==> config.mk <==
export PLATFORM = sky130hd
export DESIGN_NAME = mux_n_rr_flat
export DESIGN_NICKNAME = d
export VERILOG_FILES = /design/src/rtl/mux_n_rr_pkg.sv /design/src/rtl/mux_n_rr_if.sv /design/src/rtl/mux_n_rr_arbiter.sv /design/src/rtl/mux_n_rr.sv /design/src/flat_wrapper.sv
export SDC_FILE = /design/constraint.sdc
export NUM_CORES = 1
export LEC_CHECK = 0
export CAP_MARGIN = 20
export CORE_MARGIN = 5
export CORE_UTILIZATION = 38
export CTS_BUF_LIST = sky130_fd_sc_hd__clkbuf_16
export CTS_CLUSTER_DIAMETER = 60
export DETAILED_ROUTE_END_ITERATION = 16
export PLACE_DENSITY = 0.86
export SYNTH_ARGS = -nofsm -noshare
export SYNTH_HDL_FRONTEND = slang
export SYNTH_SLANG_ARGS = --single-unit
==> constraint.sdc <==
create_clock -name clk -period 2.4 [get_ports clk]
set_clock_uncertainty 0.2 [all_clocks]
set_input_delay 0.48 -clock clk [delete_from_list [all_inputs] [get_ports clk]]
set_output_delay 0.48 -clock clk [all_outputs]
set_load 0.1 [all_outputs]
==> src/rtl/mux_n_rr_pkg.sv <==
// Shared types and helpers for the N-channel streaming mux.
// Holds the arbitration mode encoding and the index-width helper.
package mux_pkg;

  typedef enum logic {
    MODE_SEL = 1'b0,
    MODE_RR  = 1'b1
  } mux_mode_e;

  // Index width that stays at least one bit even for degenerate channel counts.
  function automatic int clog2_min1(input int n);
    int c;
    c = $clog2(n);
    return (c < 1) ? 1 : c;
  endfunction

endpackage

==> src/rtl/mux_n_rr_if.sv <==
// Stream bundle between NCH producers, the mux and one consumer.
// slave = mux side, master = producer/consumer side.
interface mux_n_rr_if
  import mux_pkg::*;
#(
  parameter int WIDTH = 8,
  parameter int NCH   = 4
);
  localparam int CH_W = clog2_min1(NCH);

  logic [NCH-1:0]       in_valid;
  logic [NCH*WIDTH-1:0] in_data;
  logic [NCH-1:0]       in_ready;
  logic                 out_valid;
  logic [WIDTH-1:0]     out_data;
  logic [CH_W-1:0]      out_ch;
  logic                 out_ready;

  modport slave (
    input  in_valid, in_data, out_ready,
    output in_ready, out_valid, out_data, out_ch
  );

  modport master (
    output in_valid, in_data, out_ready,
    input  in_ready, out_valid, out_data, out_ch
  );

endinterface

==> src/rtl/mux_n_rr_arbiter.sv <==
// Round-robin arbiter: first request at or above ptr, wrapping; combinational.
// Search runs over a doubled request vector so the wrap needs no second pass.
module rr_arbiter
  import mux_pkg::*;
#(
  parameter  int NCH  = 4,
  localparam int CH_W = clog2_min1(NCH)
) (
  input  logic [NCH-1:0]  req,
  input  logic [CH_W-1:0] ptr,
  input  logic            en,
  output logic [NCH-1:0]  gnt,
  output logic [CH_W-1:0] gnt_idx
);

  logic [2*NCH-1:0] w_req_dbl;
  logic [2*NCH-1:0] w_masked;

  always_comb begin
    logic found;
    w_req_dbl = {req, req};
    w_masked  = '0;
    gnt       = '0;
    gnt_idx   = '0;
    found     = 1'b0;
    for (int j = 0; j < 2*NCH; j++) begin
      w_masked[j] = w_req_dbl[j] & (j >= int'(ptr));
    end
    if (en) begin
      for (int j = 0; j < 2*NCH; j++) begin
        if (!found && w_masked[j]) begin
          found            = 1'b1;
          gnt[j % NCH]     = 1'b1;
          gnt_idx          = CH_W'(j % NCH);
        end
      end
    end
  end

endmodule

==> src/rtl/mux_n_rr.sv <==
// NCH-to-1 valid/ready stream mux, select-directed or round-robin, one output register.
// Latency 1 cycle; a stalled full output register drops every in_ready, so nothing is overwritten.
module mux_n_rr
  import mux_pkg::*;
#(
  parameter  int WIDTH = 8,
  parameter  int NCH   = 4,
  localparam int CH_W  = clog2_min1(NCH)
) (
  input  logic            clk,
  input  logic            rst_n,
  input  logic            mode_rr,
  input  logic [CH_W-1:0] sel,
  mux_n_rr_if.slave       bus
);

  mux_mode_e         w_mode;
  logic              w_load_en;
  logic              w_xfer;
  logic [NCH-1:0]    w_sel_gnt;
  logic [NCH-1:0]    w_rr_gnt;
  logic [NCH-1:0]    w_gnt;
  logic [CH_W-1:0]   w_rr_idx;
  logic [CH_W-1:0]   w_gnt_idx;
  logic [CH_W-1:0]   w_ptr_nxt;
  logic [WIDTH-1:0]  w_gnt_dat;

  logic              r_out_valid;
  logic [WIDTH-1:0]  r_out_data;
  logic [CH_W-1:0]   r_out_ch;
  logic [CH_W-1:0]   r_ptr;

  assign w_mode    = mux_mode_e'(mode_rr);
  assign w_load_en = ~r_out_valid | bus.out_ready;

  // An out-of-range sel matches no channel, so it simply grants nothing.
  always_comb begin
    w_sel_gnt = '0;
    for (int i = 0; i < NCH; i++) begin
      w_sel_gnt[i] = (sel == CH_W'(i)) & bus.in_valid[i];
    end
  end

  rr_arbiter #(.NCH(NCH)) u_arb (
    .req     (bus.in_valid),
    .ptr     (r_ptr),
    .en      (w_mode == MODE_RR),
    .gnt     (w_rr_gnt),
    .gnt_idx (w_rr_idx)
  );

  always_comb begin
    w_gnt     = (w_mode == MODE_RR) ? w_rr_gnt : w_sel_gnt;
    w_gnt_idx = (w_mode == MODE_RR) ? w_rr_idx : sel;
    w_gnt_dat = '0;
    for (int i = 0; i < NCH; i++) begin
      w_gnt_dat = w_gnt_dat | (bus.in_data[i*WIDTH +: WIDTH] & {WIDTH{w_gnt[i]}});
    end
  end

  assign bus.in_ready = w_gnt & {NCH{w_load_en & rst_n}};
  assign w_xfer       = |bus.in_ready;
  assign w_ptr_nxt    = (w_rr_idx == CH_W'(NCH-1)) ? '0 : w_rr_idx + 1'b1;

  always_ff @(posedge clk or negedge rst_n) begin
    if (!rst_n) begin
      r_out_valid <= 1'b0;
      r_out_data  <= '0;
      r_out_ch    <= '0;
      r_ptr       <= '0;
    end else begin
      if (w_xfer) begin
        r_out_valid <= 1'b1;
        r_out_data  <= w_gnt_dat;
        r_out_ch    <= w_gnt_idx;
      end else if (bus.out_ready) begin
        r_out_valid <= 1'b0;
      end
      // Pointer only moves on round-robin grants so select mode leaves it parked.
      if (w_xfer && (w_mode == MODE_RR)) begin
        r_ptr <= w_ptr_nxt;
      end
    end
  end

  assign bus.out_valid = r_out_valid;
  assign bus.out_data  = r_out_data;
  assign bus.out_ch    = r_out_ch;

endmodule
==> src/flat_wrapper.sv <==
// flat-port wrapper written by rule: the top's interface ports become plain ports
module mux_n_rr_flat import mux_pkg::*;
#(
  parameter  int WIDTH = 8,
  parameter  int NCH   = 4,
  localparam int CH_W  = clog2_min1(NCH)
)
  (clk, rst_n, mode_rr, sel, bus_in_valid, bus_in_data, bus_out_ready, bus_in_ready, bus_out_valid, bus_out_data, bus_out_ch);
  mux_n_rr_if #(.WIDTH(WIDTH), .NCH(NCH)) bus_i ();
  input  logic clk;
  input  logic rst_n;
  input  logic mode_rr;
  input  logic [CH_W-1:0] sel;
  input wire logic [$bits(bus_i.in_valid)-1:0] bus_in_valid;
  input wire logic [$bits(bus_i.in_data)-1:0] bus_in_data;
  input wire logic [$bits(bus_i.out_ready)-1:0] bus_out_ready;
  output wire logic [$bits(bus_i.in_ready)-1:0] bus_in_ready;
  output wire logic [$bits(bus_i.out_valid)-1:0] bus_out_valid;
  output wire logic [$bits(bus_i.out_data)-1:0] bus_out_data;
  output wire logic [$bits(bus_i.out_ch)-1:0] bus_out_ch;
  assign bus_i.in_valid = bus_in_valid;
  assign bus_i.in_data = bus_in_data;
  assign bus_i.out_ready = bus_out_ready;
  assign bus_in_ready = bus_i.in_ready;
  assign bus_out_valid = bus_i.out_valid;
  assign bus_out_data = bus_i.out_data;
  assign bus_out_ch = bus_i.out_ch;
  mux_n_rr #(.WIDTH(WIDTH), .NCH(NCH)) u_core (.clk(clk), .rst_n(rst_n), .mode_rr(mode_rr), .sel(sel), .bus(bus_i));
endmodule
==> results.ini, run 1 <==
[drt]
initialDrtViolationCount=122
met1Wirelength_um=1728
ant_nets=0
top_layer_used=met4
routed_via_density=5.838
drt-total-wl_um=4666
drc=0
wl_met2_um=2275
routedWlPerCell_um=19.94
routed-via-count=1366
drtPass1Iterations=7
dr_wl_met3_um=529

[synth]
synth-xor-area-share_pct=0
synth_top_family_by_area=simple AND/OR/NAND/NOR gates
synth_top_area_share_pct=32.83
netlist_instances=111
ys_ff_latch=13
synth-adder-area-share_pct=0
post_synth.cell_area_avg_um2=8.927
synth-compound-area-share_pct=27.90
synth_area_leaders=dfrtp_1 (33%), a222oi_1 (8.1%), nor2_1 (6.8%)
syn_area_um2=991.0
yosys_warnings=0
synth_mux_area_share_pct=3.535
synth_cell_type_count=39
synth-simple-area-share_pct=28.79
syn_nets=153
seq_area_frac_synth_pct=32.83
synth_area_leader_cell=dfrtp_1

[place]
placed_cells=219
hpwl_um=3030
gp_congestion=0.8820
pre_cts_slack_ns=-0.3093
port-buffer-count=56
dpl_cell_area_mm2=0.001826

[sta]
finalSetupViolCount=2
whs_ns=0.3267
hold_violations=0
slew_viol_final=0
finalCritPeriodShare_pct=101.3
fin_crit_ns=2.432
rsz0062_at_grt=yes
fmax_mhz=411.1
tightest_slew_ns=0.4488
setup_ws_ns=-0.03231
relSlewSlack_pct=69.97

[clock_network]
clock_latency_ns=0.24
clk_pin_slew_ns=0.04
cts_hold_buf=0
htreeDepth=1
cts_tree=built
root_buffer=clkbuf_16
cts-buffers-inserted=3
cts_buffer_depth=2
cts.sinks=13

[worst_setup_path]
path_class=reg -> out
r2r_start=u_core.r_ptr[1]
path_cells=buf_6 > nor2b_4 > o21a_1 > or3_4 > nor2_4 > buf_12
end_kind=output port
arrival_ns=1.75
cp_slowest_stage_delay_ns=0.42
crit_slowest_cell=dfrtp_2
crit_start=u_core.r_ptr[1]
crit_fanout=5
required_ns=1.72
start_kind=flip-flop

[floorplanning]
core_mm2=0.002477
start_util_pct=40.00
die_height_um=61.07
fp.dieArea_mm2=0.003729
num_rows=18
chipWidth_um=61.07
io_pins=57

[hold_path]
hold_path.class=reg -> reg
hold_start=u_core.bus.out_ch[0]

[global_route]
first_global_vias=1360
grt_max_degree=21
grt_first_pass_wirelength_um=6410
gr-usage-all-layers_pct=24.53
grt_overflow_total=0
antenna_found_initial=0

[pwr]
pwr-share-seq_pct=17.4
internal_power_mw=1.097
switching_share_pct=55.10
power-per-cell-area_mw_per_mm2=1193
combPwrFrac_pct=69.9
leakage_nw=0.8681
ir_drop_mv=1.019
power_frac_clock_pct=12.7
power_switching_mw=1.346

[final_layout]
insertedDiodeCount=0
final_util_pct=82.63
final_nets=247
area_delta_synth_final_pct=106.6
finalNonFillerCells=234
fin_area_mm2=0.002047
drive_above_1_share_pct=43.14

[run_status]
violations=negative setup slack
outcome=finished with violations

[flow_run]
maxCapViolations=0

per-stage QoR:
| stage | power (mW) | TNS [ns] |
|---|---|---|
| after detailed placement | 1.959 | -4.460 |
| after global routing | 2.531 | -0.2886 |
| after floorplan | 1.517 | -0.05743 |
| final | 2.442 | -0.06325 |
| after CTS | 2.304 | 0 |
| after global placement | 1.920 | -3.489 |
final cells by class:
class	instances	area, um2
timing repair buffer	96	900.9
multi-input combinational	88	689.4
fill	135	430.4
sequential	13	329.1
clock buffer	3	75.07
tap	30	37.54
inverter	3	11.26
clock inverter	1	3.754
layout by cell type, fill, tap and decap left out, types with 5 or more instances in the layout:
cell type        count
a222oi_1             8
dfrtp_1             10
a21oi_1              7
nor2_1              13
nand2_1              9
buf_4               47
a31oi_1              8
buf_12               5
clkdlybuf4s50_1     34
cells by family after synthesis:
group,Yosys count
buffers and inverters,10
AOI/OAI and AO/OA,37
and+or+nand+nor,48
DFF,13
muxes,3
critical path: cells and delay by family, from the launching register on:
kind / cells / cell delay, ns
compound gates: 1 / 0.20
buf+inv: 2 / 0.33
flops: 1 / 0.42
simple gates: 3 / 0.56
synthesized netlist by cell type (all sizes together):
cell and count:
nor3 2, a222oi 8, o21ai 5, and3 2, dfrtp 13, nor3b 1, and4bb 1, nand3 2
or2b 1, nand2 9, buf 7, nand3b 3, nand4b 1, nor2b 3, a311o 1, a41oi 2
nand2b 2, o211a 1, o21bai 1, o2bb2ai 1, inv 3, mux2 1, a21oi 8, nor4 1
a31oi 8, or2 1, o21a 1, a311oi 1, or3 1, nor2 18, mux2i 2
path summary, 6_finish.rpt:
path | endpoint | slack [ns] | cells after the start
worst max-delay path | bus_in_ready[3] | -0.03 | 6
worst min-delay path | u_core.bus.out_ch[0] | 0.33 | 2
worst max register to register | u_core.bus.out_data[1] | 0.06 | 9
worst min register to register | u_core.bus.out_ch[0] | 0.33 | 2
max in group asynchronous | u_core.r_ptr[0] | 1.38 | 2
min in group asynchronous | u_core.bus.out_ch[1] | 0.44 | 2
repair_timing:
item,CTS,global route
gates resized for setup,24,9
endpoints found under the setup margin,13,6
pin swaps,6,5
buffers inserted,2,8
cloned,0,1
flip-flops by register name, indices dropped and copies added, names as in the netlist:
| name | flops |
|---|---|
| u_core.bus.out_data | 8 |
| u_core.bus.out_ch | 2 |
| u_core.r_ptr | 2 |
| u_core.bus.out_valid | 1 |
routing by layer:
layer / global-route usage [%] / vias up
met2: 43.35 / 82
met4: 13.93 / 0
met5: 0 / -
met3: 6.499 / 12
li1: - / 613
met1: 26.21 / 659
power by group through the flow:
stage          clock network [mW]  registers, mW  logic, mW
3_5_place_dp                    0          0.421       1.54
3_3_place_gp                    0          0.416       1.50
6_report                    0.310          0.426       1.71
4_1_cts                     0.310          0.429       1.56
2_1_floorplan                   0           1.06      0.454
5_1_grt                     0.320          0.440       1.77
Power figures use the tool's default switching activity.
==> run 2: changes to the inputs <==
Settings changed: PLACE_DENSITY 0.86 to 0.8, SKIP_CTS_REPAIR_TIMING set to 1.
==> results.ini, run 2 (synthesis gave the netlist of run 1 again) <==
[run_status]
outcome=finished with violations
violations=negative setup slack

[pwr]
ir_drop_mv=1.076  ; +5.6%
power-per-cell-area_mw_per_mm2=1202  ; +0.79%
leakage_nw=0.8606  ; -0.86%

[final_layout]
insertedDiodeCount=0  ; unchanged
area_delta_synth_final_pct=99.37
drive_above_1_share_pct=42.93  ; -0.21 points
final_common_cell=buf_4
fin_area_mm2=0.001976  ; -3.5%
final_util_pct=79.75  ; -2.9 points
largest_register_ffs=8  ; unchanged
final_nets=241  ; -2.4%
most-common-layout-cells=buf_4 (42), clkdlybuf4s50_1 (34), nor2_1 (12)
finalNonFillerCells=228  ; -2.6%

[drt]
ant_nets=0  ; unchanged
routed_via_density=5.553  ; -4.9%
routedWlPerCell_um=17.72  ; -11%
routed-via-count=1266  ; -7.3%
drt-total-wl_um=4040  ; -13%
drc=0  ; unchanged
initialDrtViolationCount=108  ; -11%
drtPass1Iterations=5  ; -2

[sta]
fmax_mhz=416.4  ; +1.3%
setup_ws_ns=-0.001268  ; +0.03105 ns
fin_crit_ns=2.401  ; -0.03105 ns
finalSetupViolCount=1  ; -1
whs_ns=0.3397  ; +0.01294 ns
tightest_slew_ns=0.3981  ; -0.05070 ns
relSlewSlack_pct=73.36  ; +3.4 points
hold_violations=0  ; unchanged
slew_viol_final=0  ; unchanged
finalCritPeriodShare_pct=100.1  ; -1.3 points

[floorplanning]
io_pins=57  ; unchanged
chipWidth_um=61.07  ; unchanged
core_mm2=0.002477  ; unchanged
die_height_um=61.07  ; unchanged
fp.dieArea_mm2=0.003729  ; unchanged
start_util_pct=40.00  ; unchanged
num_rows=18  ; unchanged

[global_route]
grt_overflow_total=0  ; unchanged
antenna_found_initial=0  ; unchanged
first_global_vias=1224  ; -10%
gr-usage-all-layers_pct=20.64  ; -3.9 points
grt_max_degree=14  ; -33%
grt_first_pass_wirelength_um=5699  ; -11%

[clock_network]
cts_tree=built
cts.sinks=13  ; unchanged
cts_buffer_depth=2  ; unchanged
htreeDepth=1  ; unchanged
cts-buffers-inserted=3  ; unchanged
clk_pin_slew_ns=0.04  ; about the same
clock_latency_ns=0.24  ; about the same
root_buffer=clkbuf_16

[worst_setup_path]
r2r_cells=9  ; unchanged
path_class=reg -> out
start_kind=flip-flop
end_kind=output port
cp_slowest_stage_delay_ns=0.42  ; about the same
required_ns=1.72  ; about the same
crit_slowest_cell=dfrtp_2
arrival_ns=1.72  ; -0.03 ns
path_cells=buf_4 > o211a_1 > a311oi_2 > buf_4 > nor2_4 > buf_12
crit_fanout=5  ; unchanged
path_common_cell=buf_4

[place]
hpwl_um=2901  ; -4.2%
dpl_cell_area_mm2=0.001798  ; -1.5%
gp_congestion=0.9783  ; +11%
placed_cells=217  ; -0.91%
port-buffer-count=56  ; unchanged

[flow_run]
maxCapViolations=0  ; unchanged

[hold_path]
hold_depth=2  ; unchanged
hold_path.class=reg -> reg

[run 2: cell type report]
type,instances,area [um2]
repair buffers,90,827.0
multi-input cells,88,691.9
fillers,153,501.7
flip-flops and latches,13,329.1
clock buffers,3,75.07
well taps,30,37.54
inverters,3,11.26
clock inverters,1,3.754
[run 2: final timing paths]
path | from | to | slack, ns
worst max-delay path | u_core.r_ptr[1] | bus_in_ready[2] | -0.001
worst min-delay path | u_core.bus.out_ch[0] | u_core.bus.out_ch[0] | 0.34
worst max register to register | u_core.r_ptr[1] | u_core.bus.out_data[5] | 0.19
worst min register to register | u_core.bus.out_ch[0] | u_core.bus.out_ch[0] | 0.34
max in group asynchronous | rst_n | u_core.bus.out_valid | 1.38
min in group asynchronous | rst_n | u_core.bus.out_data[0] | 0.44
[run 2: power by group]
| part | switching [mW] | internal (mW) | leakage [nW] |
|---|---|---|---|
| Combinational | 1.12 | 0.522 | 0.672 |
| Sequential | 0.0836 | 0.333 | 0.146 |
| Clock | 0.0924 | 0.220 | 0.0423 |
| Total | 1.30 | 1.07 | 0.861 |
[run 2: through the flow]
stage	setup TNS, ns	setup WS (ns)	power (mW)
3_3_place_gp	-4.018	-0.3168	1.907
2_1_floorplan	-0.05743	-0.05743	1.517
5_1_grt	-0.1015	-0.06469	2.472
3_5_place_dp	-5.655	-0.4229	1.937
4_1_cts	-2.570	-0.3725	2.259
6_report	-0.001268	-0.001268	2.376
[run 2: layer usage]
metal	track usage, %	up-vias	routed length, um
li1	-	600	-
met1	23.90	584	1494
met2	36.56	71	1894
met3	5.031	11	551
met4	7.740	0	99
met5	0	-	0
[run 2: worst max-delay path, delay by kind of cell, from the launching register on]
| family | cells | cell delay, ns |
|---|---|---|
| AOI/OAI and AO/OA | 2 | 0.49 |
| DFF | 1 | 0.42 |
| and+or+nand+nor | 1 | 0.04 |
| buffers and inverters | 3 | 0.52 |
==> run 3: changes to the inputs <==
Settings changed: CORE_UTILIZATION 38 to 28, PLACE_DENSITY 0.8 to not set.
==> results.ini, run 3 (synthesis gave the netlist of run 1 again) <==
[final_layout]
insertedDiodeCount=0  ; unchanged
drive_above_1_share_pct=38.74  ; -4.2 points
final_common_cell=clkdlybuf4s50_1
final_util_pct=57.96  ; -22 points
area_delta_synth_final_pct=98.23
most-common-layout-cells=clkdlybuf4s50_1 (34), buf_4 (33), nor2_1 (12)
finalNonFillerCells=237  ; +3.9%
largest_register_ffs=8  ; unchanged
final_nets=234  ; -2.9%
nFillCells=290  ; +90%
fin_area_mm2=0.001964  ; -0.57%

[hold_path]
hold_path.class=reg -> reg
hold_end=u_core.bus.out_ch[0]
hold_depth=2  ; unchanged
hold_start=u_core.bus.out_ch[0]

[clock_network]
htreeDepth=1  ; unchanged
clk_pin_slew_ns=0.04  ; about the same
cts_tree=built
cts_buffer_depth=2  ; unchanged
clock_latency_ns=0.24  ; about the same
root_buffer=clkbuf_16
cts.sinks=13  ; unchanged
cts-buffers-inserted=3  ; unchanged

[global_route]
grt_max_degree=21  ; +7
gr-usage-all-layers_pct=14.98  ; -5.7 points
first_global_vias=1210  ; -1.1%
grt_first_pass_wirelength_um=5885  ; +3.3%
grt_overflow_total=0  ; unchanged
antenna_found_initial=0  ; unchanged

[run_status]
outcome=complete, no violations

[place]
gp_congestion=0.8387  ; -14%
hpwl_um=2715  ; -6.4%
placed_cells=230  ; +6.0%
dpl_cell_area_mm2=0.001808  ; +0.56%
pre_cts_slack_ns=-0.3322  ; +0.09070 ns
port-buffer-count=56  ; unchanged

[floorplanning]
die_height_um=69.49  ; +14%
num_rows=21  ; +3
start_util_pct=29.24  ; -11 points
io_pins=57  ; unchanged
chipWidth_um=69.49  ; +14%
fp.dieArea_mm2=0.004829  ; +29%
core_mm2=0.003390  ; +37%

[worst_setup_path]
reg2reg_to=u_core.r_ptr[1]
start_kind=primary input
crit_cells=6  ; unchanged
arrival_ns=1.66  ; -0.06 ns
r2r_start=u_core.r_ptr[1]
critical_path_buf_inv_count=3  ; unchanged
cp_top_family=buffers and inverters
cp_slowest_stage_delay_ns=0.41  ; about the same
r2r_setup_slack_ns=0.28  ; +0.09 ns
required_ns=1.72  ; about the same
crit_slowest_cell=or3_4
r2r_cells=6  ; -3
crit_fanout=7  ; +2
path_class=in -> out
path_cells=dlymetal6s2s_1 > buf_4 > o21ai_2 > or3_4 > nor2_4 > buf_12
end_kind=output port

[drt]
routed-via-count=1204  ; -4.9%
ant_nets=0  ; unchanged
drt-total-wl_um=3636  ; -10%
drc=0  ; unchanged
initialDrtViolationCount=64  ; -41%
routed_via_density=5.080  ; -8.5%
routedWlPerCell_um=15.34  ; -13%
drtPass1Iterations=4  ; -1

[pwr]
power-per-cell-area_mw_per_mm2=1192  ; -0.85%
power_mw=2.342  ; -1.4%
ir_drop_mv=0.3989  ; -63%
leakage_nw=0.8419  ; -2.2%

[flow_run]
maxCapViolations=0  ; unchanged

[sta]
finalSetupViolCount=0  ; -1
slew_viol_final=0  ; unchanged
final.setup.tns_ns=0  ; +0.001268 ns
finalCritPeriodShare_pct=97.70  ; -2.4 points
setup_ws_ns=0.05519  ; +0.05646 ns
tightest_slew_ns=0.4016  ; +0.003503 ns
fmax_mhz=426.5  ; +2.4%
relSlewSlack_pct=73.12  ; -0.23 points
whs_ns=0.3426  ; +0.002883 ns
fin_crit_ns=2.345  ; -0.05646 ns
hold_violations=0  ; unchanged

run 3: worst max-delay path by stage:
stage	startpoint	to	slack [ns]
after CTS	bus_in_valid[0]	bus_in_ready[3]	-0.33
after global placement	mode_rr	u_core.r_ptr[1]	-0.32
final	bus_in_valid[3]	bus_in_ready[3]	0.06
after detailed placement	bus_in_valid[0]	bus_in_ready[3]	-0.33
after floorplan	bus_in_valid[0]	bus_in_ready[3]	-0.06
after global routing	bus_in_valid[3]	bus_in_ready[3]	-0.01
run 3: routing by layer:
layer / GRT usage (%) / up-vias / share of wire (%)
met3: 5.362 / 4 / 8.6
met4: 5.206 / 0 / 1.1
met1: 18.82 / 556 / 46
met5: 0 / - / 0
met2: 23.62 / 58 / 44
li1: - / 586 / -
run 3: area by class of cell:
cell class | instances | area (um2) | area share, %
multi-input cells | 88 | 681.9 | 34.71
well taps | 46 | 57.56 | 2.930
inverters | 3 | 11.26 | 0.5732
flip-flops and latches | 13 | 327.8 | 16.69
repair buffers | 83 | 807.0 | 41.08
clock inverters | 1 | 3.754 | 0.1911
clock buffers | 3 | 75.07 | 3.822
run 3: power breakdown:
part / internal, mW / total (mW) / leakage (nW) / switching [mW]
Sequential: 0.331 / 0.413 / 0.147 / 0.0813
Combinational: 0.524 / 1.63 / 0.653 / 1.10
Clock: 0.219 / 0.303 / 0.0423 / 0.0838
Total: 1.07 / 2.34 / 0.842 / 1.27
run 3: tightest hold or removal path: cells and delay by family (launching register included):
kind,cells,cell delay (ns)
DFF,1,0.35
AOI/OAI and AO/OA,1,0.10
and+or+nand+nor,1,0.05
